`config.mk`:
```
export PLATFORM = sky130hd
export DESIGN_NAME = msdf_test_sequencer
export DESIGN_NICKNAME = d
export VERILOG_FILES = /design/src/rtl/msdf_test_sequencer.sv
export SDC_FILE = /design/constraint.sdc
export NUM_CORES = 1
export LEC_CHECK = 0
export BUFFER_PORTS_ARGS = -buffer_cell sky130_fd_sc_hd__buf_2
export CORE_MARGIN = 5
export CORE_UTILIZATION = 25
export DETAILED_ROUTE_END_ITERATION = 8
export PLACE_DENSITY_LB_ADDON = 0.2
export SYNTH_ARGS = -nofsm -noshare
export SYNTH_HDL_FRONTEND = slang
export SYNTH_SLANG_ARGS = --single-unit
```
`constraint.sdc`:
```
create_clock -name avalon_clock -period 2.4 [get_ports avalon_clock]
set_input_delay 0.12 -clock avalon_clock [delete_from_list [all_inputs] [get_ports avalon_clock]]
set_output_delay 0.12 -clock avalon_clock [all_outputs]
set_load 0.005 [all_outputs]
```
`src/rtl/msdf_test_sequencer.sv`:
```
// Avalon-MM controlled read/write address sweeper for the MSDF adder test harness.
// Define MSDF_SEQ_CYCLE_COUNT_EN to add the saturating busy-cycle counter at register 6.

module msdf_test_sequencer #(
    parameter int ID      = 1,
    parameter int ADDR_W  = 11,
    parameter int NUM_CH  = 2,
    parameter int LATENCY = 2
) (
    input  logic              avalon_clock,
    input  logic              resetn,
    input  logic [2:0]        address,
    input  logic              write,
    input  logic [31:0]       writedata,
    input  logic              read,
    output logic [31:0]       readdata,
    output logic [ADDR_W-1:0] r_addr,
    output logic [ADDR_W-1:0] w_addr,
    output logic [NUM_CH-1:0] we,
    output logic              busy
);
    localparam int DW = (LATENCY > 1) ? $clog2(LATENCY) : 1;

    typedef enum logic [1:0] {S_IDLE, S_RUN, S_DRAIN} state_t;

    state_t                       state;
    logic [ADDR_W-1:0]            start_r;
    logic [ADDR_W:0]              end_r;
    logic [ADDR_W:0]              cnt;
    logic [ADDR_W:0]              cnt_inc;
    logic [NUM_CH-1:0]            mask_r;
    logic [NUM_CH-1:0]            mask_lat;
    logic [7:0]                   rep_r;
    logic [7:0]                   pass_left;
    logic [DW-1:0]                drain_cnt;
    logic                         done_r;
    logic [LATENCY:0]             vld_pipe;
    logic [LATENCY:0][ADDR_W-1:0] apipe;
    logic [31:0]                  cycles_rd;

    logic              ctrl_wr;
    logic              abort_req;
    logic              go_acc;
    logic              cfg_wr;
    logic              start_lt_end;
    logic              at_last;
    logic              issue_vld;
    logic [ADDR_W-1:0] issue_addr;
    logic              unused_wd;

    assign busy         = (state != S_IDLE);
    assign ctrl_wr      = write && (address == 3'd0);
    assign abort_req    = ctrl_wr && writedata[1];
    assign go_acc       = ctrl_wr && writedata[0] && !writedata[1] && !busy;
    assign cfg_wr       = write && !busy;
    assign start_lt_end = ({1'b0, start_r} < end_r);
    assign cnt_inc      = cnt + (ADDR_W+1)'(1);
    assign at_last      = (cnt == end_r - (ADDR_W+1)'(1));
    assign unused_wd    = ^writedata;

    // Address launched into the pipeline on this edge; a new pass restarts with no bubble.
    always_comb begin
        issue_vld  = 1'b0;
        issue_addr = start_r;
        case (state)
            S_IDLE: issue_vld = go_acc && start_lt_end;
            S_RUN: begin
                if (!abort_req) begin
                    if (!at_last) begin
                        issue_vld  = 1'b1;
                        issue_addr = cnt_inc[ADDR_W-1:0];
                    end else if (pass_left > 8'd1) begin
                        issue_vld = 1'b1;
                    end
                end
            end
            default: ;
        endcase
    end

    always_ff @(posedge avalon_clock or negedge resetn) begin
        if (!resetn) begin
            state     <= S_IDLE;
            cnt       <= '0;
            pass_left <= '0;
            drain_cnt <= '0;
            done_r    <= 1'b0;
            mask_lat  <= '1;
        end else if (abort_req) begin
            state <= S_IDLE;
        end else begin
            case (state)
                S_IDLE: begin
                    if (go_acc) begin
                        done_r    <= 1'b0;
                        cnt       <= {1'b0, start_r};
                        pass_left <= (rep_r == 8'd0) ? 8'd1 : rep_r;
                        mask_lat  <= mask_r;
                        if (start_lt_end) begin
                            state <= S_RUN;
                        end else begin
                            state     <= S_DRAIN;
                            drain_cnt <= DW'(LATENCY-1);
                        end
                    end
                end
                S_RUN: begin
                    if (at_last) begin
                        if (pass_left > 8'd1) begin
                            pass_left <= pass_left - 8'd1;
                            cnt       <= {1'b0, start_r};
                        end else begin
                            state     <= S_DRAIN;
                            drain_cnt <= DW'(LATENCY-1);
                        end
                    end else begin
                        cnt <= cnt_inc;
                    end
                end
                S_DRAIN: begin
                    if (drain_cnt == '0) begin
                        state  <= S_IDLE;
                        done_r <= 1'b1;
                    end else begin
                        drain_cnt <= drain_cnt - DW'(1);
                    end
                end
                default: state <= S_IDLE;
            endcase
        end
    end

    always_ff @(posedge avalon_clock or negedge resetn) begin
        if (!resetn) begin
            vld_pipe <= '0;
            apipe    <= '0;
            r_addr   <= '0;
        end else begin
            if (abort_req) vld_pipe <= '0;
            else           vld_pipe <= {vld_pipe[LATENCY-1:0], issue_vld};
            apipe <= {apipe[LATENCY-1:0], issue_addr};
            if (issue_vld) r_addr <= issue_addr;
        end
    end

    assign w_addr = apipe[LATENCY];

    for (genvar i = 0; i < NUM_CH; i++) begin : g_lane
        assign we[i] = vld_pipe[LATENCY] & mask_lat[i];
    end

    always_ff @(posedge avalon_clock or negedge resetn) begin
        if (!resetn) begin
            start_r <= '0;
            end_r   <= '0;
            mask_r  <= '1;
            rep_r   <= '0;
        end else if (cfg_wr) begin
            case (address)
                3'd1:    start_r <= writedata[ADDR_W-1:0];
                3'd2:    end_r   <= writedata[ADDR_W:0];
                3'd4:    mask_r  <= writedata[NUM_CH-1:0];
                3'd5:    rep_r   <= writedata[7:0];
                default: ;
            endcase
        end
    end

`ifdef MSDF_SEQ_CYCLE_COUNT_EN
    logic [31:0] cycles;

    // Cleared at GO; the abort edge itself is not counted so the value freezes there.
    always_ff @(posedge avalon_clock or negedge resetn) begin
        if (!resetn)                                   cycles <= '0;
        else if (go_acc)                               cycles <= '0;
        else if (busy && !abort_req && cycles != '1)   cycles <= cycles + 32'd1;
    end
    assign cycles_rd = cycles;
`else
    assign cycles_rd = '0;
`endif

    always_ff @(posedge avalon_clock or negedge resetn) begin
        if (!resetn) begin
            readdata <= '0;
        end else if (read) begin
            case (address)
                3'd0:    readdata <= {30'd0, done_r, busy};
                3'd1:    readdata <= 32'(start_r);
                3'd2:    readdata <= 32'(end_r);
                3'd3:    readdata <= 32'(ID);
                3'd4:    readdata <= 32'(mask_r);
                3'd5:    readdata <= {24'd0, rep_r};
                3'd6:    readdata <= cycles_rd;
                default: readdata <= '0;
            endcase
        end
    end

endmodule

```
Word-level counts from Yosys, hierarchy flattened

Cells that the tools add are included.

Memory bits (read-only): 0
Memories: 0
Bits in latches: 0
Word-level logic and storage cells: 104
Bits in writable memories: 0
Output and inout port bits: 57
Bits in registers: 138

Add/sub/neg operators: 4
Bitwise operators: 3
Shift-type cells: 0
Multiply operators: 0
$lt $le $gt $ge: 2
Mux-type cells: 34
Divide/modulo/power cells: 0
Reductions and logical operators: 26
Eq/ne operators: 19

Operator list:

| kind                                               | count |
|---|---|
| one-hot mux 12 bit (6 select lines)                | 1 |
| two-way mux 12 bit                                 | 3 |
| two-way mux 11 bit                                 | 3 |
| two-way mux 8 bit                                  | 4 |
| one-hot mux 12 bit (2 select lines)                | 1 |
| one-hot mux 8 bit (2 select lines)                 | 1 |
| != test 3 bit, second input constant               | 5 |
| adder 12 x 1 -> 12 bit, second input constant      | 1 |
| == test 12 bit                                     | 1 |
| less-than comparator 11 x 12 -> 1 bit              | 1 |
| two-way mux 2 bit                                  | 6 |
| != test 2 bit, second input constant               | 6 |
| AND reduction 4 bit                                | 3 |
| subtractor 12 x 1 -> 12 bit, second input constant | 1 |
| two-way mux 1 bit                                  | 10 |
| > comparator 8 x 1 -> 1 bit, second input constant | 1 |
| logical NOT 8 bit                                  | 1 |
| AND reduction 2 bit                                | 4 |
| subtractor 8 x 1 -> 8 bit, second input constant   | 1 |
| logical AND 1 bit                                  | 7 |
| == test 3 x 2 -> 1 bit, second input constant      | 2 |
| == test 3 bit, second input constant               | 2 |
| one-hot mux 2 bit (3 select lines)                 | 1 |
| AND reduction 6 bit                                | 1 |
| other kinds (16)                                   | 21 |

Logic depth before layout (Yosys ltp)

Word-level depth: 8
Gate-level depth with buffers: 11

Worst setup path after synthesis

Ideal clock, no wire load.

Path type: reg2reg
Start point: register end_r[2]
End point: register cnt[10]
Stages on the path, launching flop included: 9
Buffers on the path: 1
Slack: -0.272 ns
Clock period less this slack: 2.672 ns
Arrival: 2.547 ns
Cell sequence: dfrtp_1 > buf_4 > or4_1 > a31oi_1 > o21ai_1 > a2111o_1 > o41ai_4 > a21oi_2 > mux2_4

Cells in the longest elaborated chain, start to end: 4
Elaborated cells on any way between the ends: 6
Classes of those cells: add/sub: 1; eq/ne: 2; mux: 2; reduce/logical: 1

RTL lines:

| item                                                                                               | RTL line | RTL |
|---|---|---|
| from (decl)                                                                                        | 28       | `logic [ADDR_W:0] end_r;` |
| from (signal assigned)                                                                             | 161      | `3'd2: end_r <= writedata[ADDR_W:0];` |
| subtractor 12 x 1 -> 12 bit (*)                                                                    | 58       | `assign at_last = (cnt == end_r - (ADDR_W+1)'(1));` |
| == test 12 bit (*)                                                                                 | 58       |  |
| != test 3 bit (no source line) / two-way mux 12 bit (equally long branches)                        | -        |  |
| AND reduction 4 bit (no source line) / one-hot mux 12 bit (2 select lines) (equally long branches) | -        |  |
| to (signal assigned)                                                                               | 96       | `cnt <= {1'b0, start_r};` |
| to (signal assigned)                                                                               | 111      | `cnt <= {1'b0, start_r};` |
| to (signal assigned)                                                                               | 117      | `cnt <= cnt_inc;` |
| to (decl)                                                                                          | 29       | `logic [ADDR_W:0] cnt;` |

Every way passes the cells marked *; elsewhere a longest branch is shown, timed or not.
A chain may end at the register's enable or synchronous reset.

Worst setup path in the final report

Start point: register end_r[0]
End point: register r_addr[1]

Cells in the longest elaborated chain, start to end: 5
Elaborated cells on any way between the ends: 10
Classes of those cells: add/sub: 1; order compare: 1; eq/ne: 1; mux: 6; reduce/logical: 1

RTL lines:

| item                                                                            | RTL line | RTL |
|---|---|---|
| subtractor 12 x 1 -> 12 bit                                                     | 58       |  |
| == test 12 bit                                                                  | 58       |  |
| two-way mux 1 bit / two-way mux 11 bit (equally long branches)                  | 69       | `if (!at_last) begin` |
| two-way mux 1 bit / two-way mux 11 bit (equally long branches)                  | 68       | `if (!abort_req) begin` |
| one-hot mux 1 bit (2 select lines) / two-way mux 11 bit (equally long branches) | 65       | `case (state)` |
| to (signal assigned)                                                            | 142      | `if (issue_vld) r_addr <= issue_addr;` |
| to (decl)                                                                       | 17       | `output logic [ADDR_W-1:0] r_addr,` |

Several ways; a longest one is shown, not always the timed one.

==> impl_summary.log <==
[metrics] start point of the worst min-delay path: writedata[7]
[metrics] most frequent cells after synthesis: dfrtp_1 (114), nor2_1 (53), a21oi_1 (42), mux2_2 (39), buf_4 (32)
[metrics] data required time at the worst endpoint: 2.71 ns
[metrics] failing checks: negative setup slack
[metrics] FP Rows: 58
[metrics] switching power as a share of total power: between 30% and 40%
[metrics] routed vias/inst: 4.74
[metrics] clock sinks: 118
[metrics] sequential-to-total area share from yosys stat: between 40% and 50%
[metrics] slew at the pin closest to its max-slew limit: around 0.62 ns
[metrics] number of global-route vias before repair: 5447
[metrics] clock power share: 23.3%
[metrics] maximum count of clock buffers along a single path: 2
[metrics] setup clock skew after layout: 0.0136 ns
[metrics] Synth async-reset ratio: between 90% and 100%
[metrics] worst max-slew margin expressed relative to the limit: 58.5%
[metrics] unrepaired setup endpoints after global routing: true
[metrics] routed wire length per instance: about 17 um
[metrics] number of max-slew violations in the final report: 0
[metrics] number of I/O pins: 96
[metrics] largest net degree at the start of global routing: 51
[metrics] number of iterations in the first detailed-routing pass: 4
[metrics] leading cell types by total area after synthesis: dfrtp_1 (45%), mux2_2 (7.0%), buf_4 (3.8%), a21oi_1 (3.3%), nor2_1 (3.2%)
[metrics] largest stage delay on the critical path: about 0.40 ns
[metrics] fraction of post-synthesis cell area in the top cell type by area: a little under half
[metrics] Comb pwr share: between 40% and 50%
[metrics] Register-to-Register Path Depth: 11
[metrics] result of the run: finished with violations
[metrics] CTS HTree Levels: 4
[metrics] overall power consumption: between 0.01 and 0.015 W
[metrics] flop-to-flop setup slack: -0.27 ns
[metrics] most repeated cell in the gate-level netlist after synthesis: dfrtp_1
[metrics] insertion delay of the later-clocked pin in the worst-skew pair: roughly 0.43 ns
[metrics] Arr. time, crit path: approximately 3.0 ns
[metrics] Detail Placement HPWL: 14400 um
[metrics] Final Critical Period: 2.67 ns
[metrics] post-route antenna net violation count: 0
[metrics] nature of the critical path endpoint: flop
[metrics] via total after detailed routing: 5228
[metrics] non-filler instance count after layout: about 1100
[metrics] Port Buf Inserts: 55
[metrics] crit path to: r_addr[1]
[metrics] minimum setup slack in the final design: -0.270 ns
[metrics] leading register cell type out of synthesis: dfrtp_1
[metrics] EDFF count, synth: 0
[metrics] final critical-path share of the clock period: 111%
[metrics] Placed Cells incl. Taps: 1052
[metrics] global placer's final weighted congestion: 0.833
[metrics] net total in the final layout: 814
[metrics] initial antenna violation count: 0
[metrics] Internal Power: 0.00662 W
[metrics] vertical die dimension: 169 um
[metrics] reported net switching power: 0.00407 W
[metrics] Tot GR Track Use: 13.7%
[metrics] startpoint types: flop
[metrics] signed area change from the synthesized netlist to the final layout: 39.2%
[metrics] Worst R2R Start: end_r[0]
[metrics] cell with the largest stage delay on the worst path: dfrtp_1
[metrics] cell breakdown of the critical path: inv_2, ha_4, nor3b_4, a21oi_2, a211oi_4, o31a_1, buf_4, nor4_4, o21a_2, clkbuf_16, o31a_1
[metrics] maxcap violations: 0
[metrics] count of cell types in the netlist: 70
[metrics] critical path type: reg2reg
[metrics] final setup violation count: 44
[metrics] drt first-iter violations: 384
[metrics] reg-to-reg endpoint: r_addr[1]
[metrics] proportion of power drawn by flip-flops and latches: 31.1%
[metrics] post-route DRC violation count: 0
[metrics] Hold Crit Class: in2reg
[metrics] largest fanout on the critical path: 6
[metrics] width of the die: around 170 um
[metrics] Fmax: 374 MHz
[metrics] biggest area consumer among synthesized cells: dfrtp_1
[metrics] cell area after layout: 0.00877 mm^2
[metrics] wire length of the first global-routing pass: 30800 um
[metrics] die area: 0.0285 mm^2
[metrics] final hold violation count: 0
[metrics] crit path launch: end_r[0]
[metrics] antenna diode instance count: 0
[metrics] total CTS buffers: 17
[metrics] post-synthesis cell area: 0.00630 mm^2
[metrics] worst hold slack after final layout: between 0.01 and 0.015 ns
[metrics] Static Leak: 3.77 nW
[metrics] cell at the root of the clock tree: clkbuf_16
[metrics] IR Drop Worst-Case VDD: around 0.49 mV
[metrics] power density over cell area: 1220 mW/mm^2
[metrics] share of final-layout standard cells stronger than drive strength 1: 41.5%
[metrics] most prevalent standard cell on the critical path: o31a_1
[metrics] post-detailed-placement cell area: 0.00756 mm^2
[metrics] clock slew at the register clock pins of the worst setup and hold paths: ~0.060 ns
[metrics] synthesized netlist cell count: 611
[metrics] final WL: about 19000 um
[metrics] Initial Utilization: 25.2%
[metrics] Synth Register Bits: 118
[metrics] Yosys warning total: 0
[metrics] Mean Syn Cell Area: a little over 10 um^2
[metrics] total negative slack for setup checks: -6.97 ns
[metrics] total core area: 0.0250 mm^2
[metrics] CTS tree: done
[metrics] grt ovf: 0
layout by cell type (no fill, tap or decap), types with 11 or more instances in the layout:
cell type,n
dfrtp_1,113
inv_1,28
conb_1,20
mux2_2,39
buf_4,98
buf_2,54
xnor2_1,11
ha_1,13
nand2_1,16
nor2_1,50
clkbuf_16,18
a21oi_1,32
a22oi_1,14
o211ai_1,14
state kept, by name, indices dropped and copies added (netlist names):
| name | count |
|---|---|
| apipe | 22 |
| cnt | 12 |
| done_r | 1 |
| drain_cnt | 1 |
| end_r | 12 |
| mask_lat | 2 |
| mask_r | 2 |
| pass_left | 8 |
| r_addr | 11 |
| readdata | 12 |
| rep_r | 8 |
| start_r | 11 |
| state | 2 |
| vld_pipe | 3 |
| w_addr | 11 |
critical path, delay by kind of cell, from the launching register on:
kind | cells | cell delay, ns
AOI/OAI and AO/OA | 5 | 1.24
adders and majority gates | 1 | 0.16
buffers and inverters | 3 | 0.46
DFF | 1 | 0.40
and+or+nand+nor | 2 | 0.30
routing by layer:
metal / vias up / wire length (um) / GRT usage [%]
met5: - / 0 / 0
met3: 19 / 1100 / 3.78
met1: 2579 / 9010 / 19.0
met2: 143 / 8790 / 21.0
met4: 0 / 352 / 4.27
li1: 2487 / - / -
kinds of logic (layout without fill, tap and decap cells):
group                    count (synthesis)  after routing  share of synthesized area (%)
flip-flops                             118            118                           46.9
multiplexers                            51             51                           9.04
AO/OA/AOI/OAI                          161            161                           18.3
buffers and inverters                   97            241                           7.74
adder cells (fa/ha/maj)                 15             15                           2.94
AND/OR/NAND/NOR                        150            150                           12.5
XOR/XNOR                                18             18                           2.50
other                                    1             20                         0.0595
through the flow:
step / setup slack [ns] / util [%]
2_1_floorplan: -0.201 / -
3_3_place_gp: -0.345 / 30.2
3_5_place_dp: -0.410 / 30.2
4_1_cts: -0.251 / 33.4
5_1_grt: -0.399 / 35.0
6_report: -0.270 / 35.0
timing repair:
action | in CTS | in global routing
endpoints found under the hold margin | 61 | 0
setup endpoints to repair | 46 | 46
resized for setup | 25 | 66
setup buffers | 6 | 4
hold buffers | 9 | 0
gates cloned | 0 | 1
pin swaps | 8 | 27
power by group through the flow:
stage | sequential [W] | clock, W | combinational (W)
6_report | 0.00332 | 0.00249 | 0.00488
3_3_place_gp | 0.00335 | 0 | 0.00417
4_1_cts | 0.00333 | 0.00256 | 0.00436
5_1_grt | 0.00344 | 0.00263 | 0.00533
3_5_place_dp | 0.00336 | 0 | 0.00421
2_1_floorplan | 0.00325 | 0 | 0.00251
final cells by class:
cell class	instances	area (um^2)
Clock buffer	17	425
Multi-Input combinational cell	415	3380
Timing Repair Buffer	177	1330
Fill cell	2542	16300
Clock inverter	15	143
Inverter	32	120
Tap cell	330	413
Sequential cell	118	2960
worst min path at each step:
stage / end / slack [ns] / cells past startpoint
6_report: start_r[7] / 0.01 / 2
5_1_grt: rep_r[3] / 0.002 / 2
4_1_cts: start_r[3] / 0.0009 / 2
3_5_place_dp: readdata[0] / 0.18 / 1
3_3_place_gp: readdata[7] / 0.17 / 1
2_1_floorplan: apipe[0] / -0.18 / 0
(Power assumes the default switching activity.)
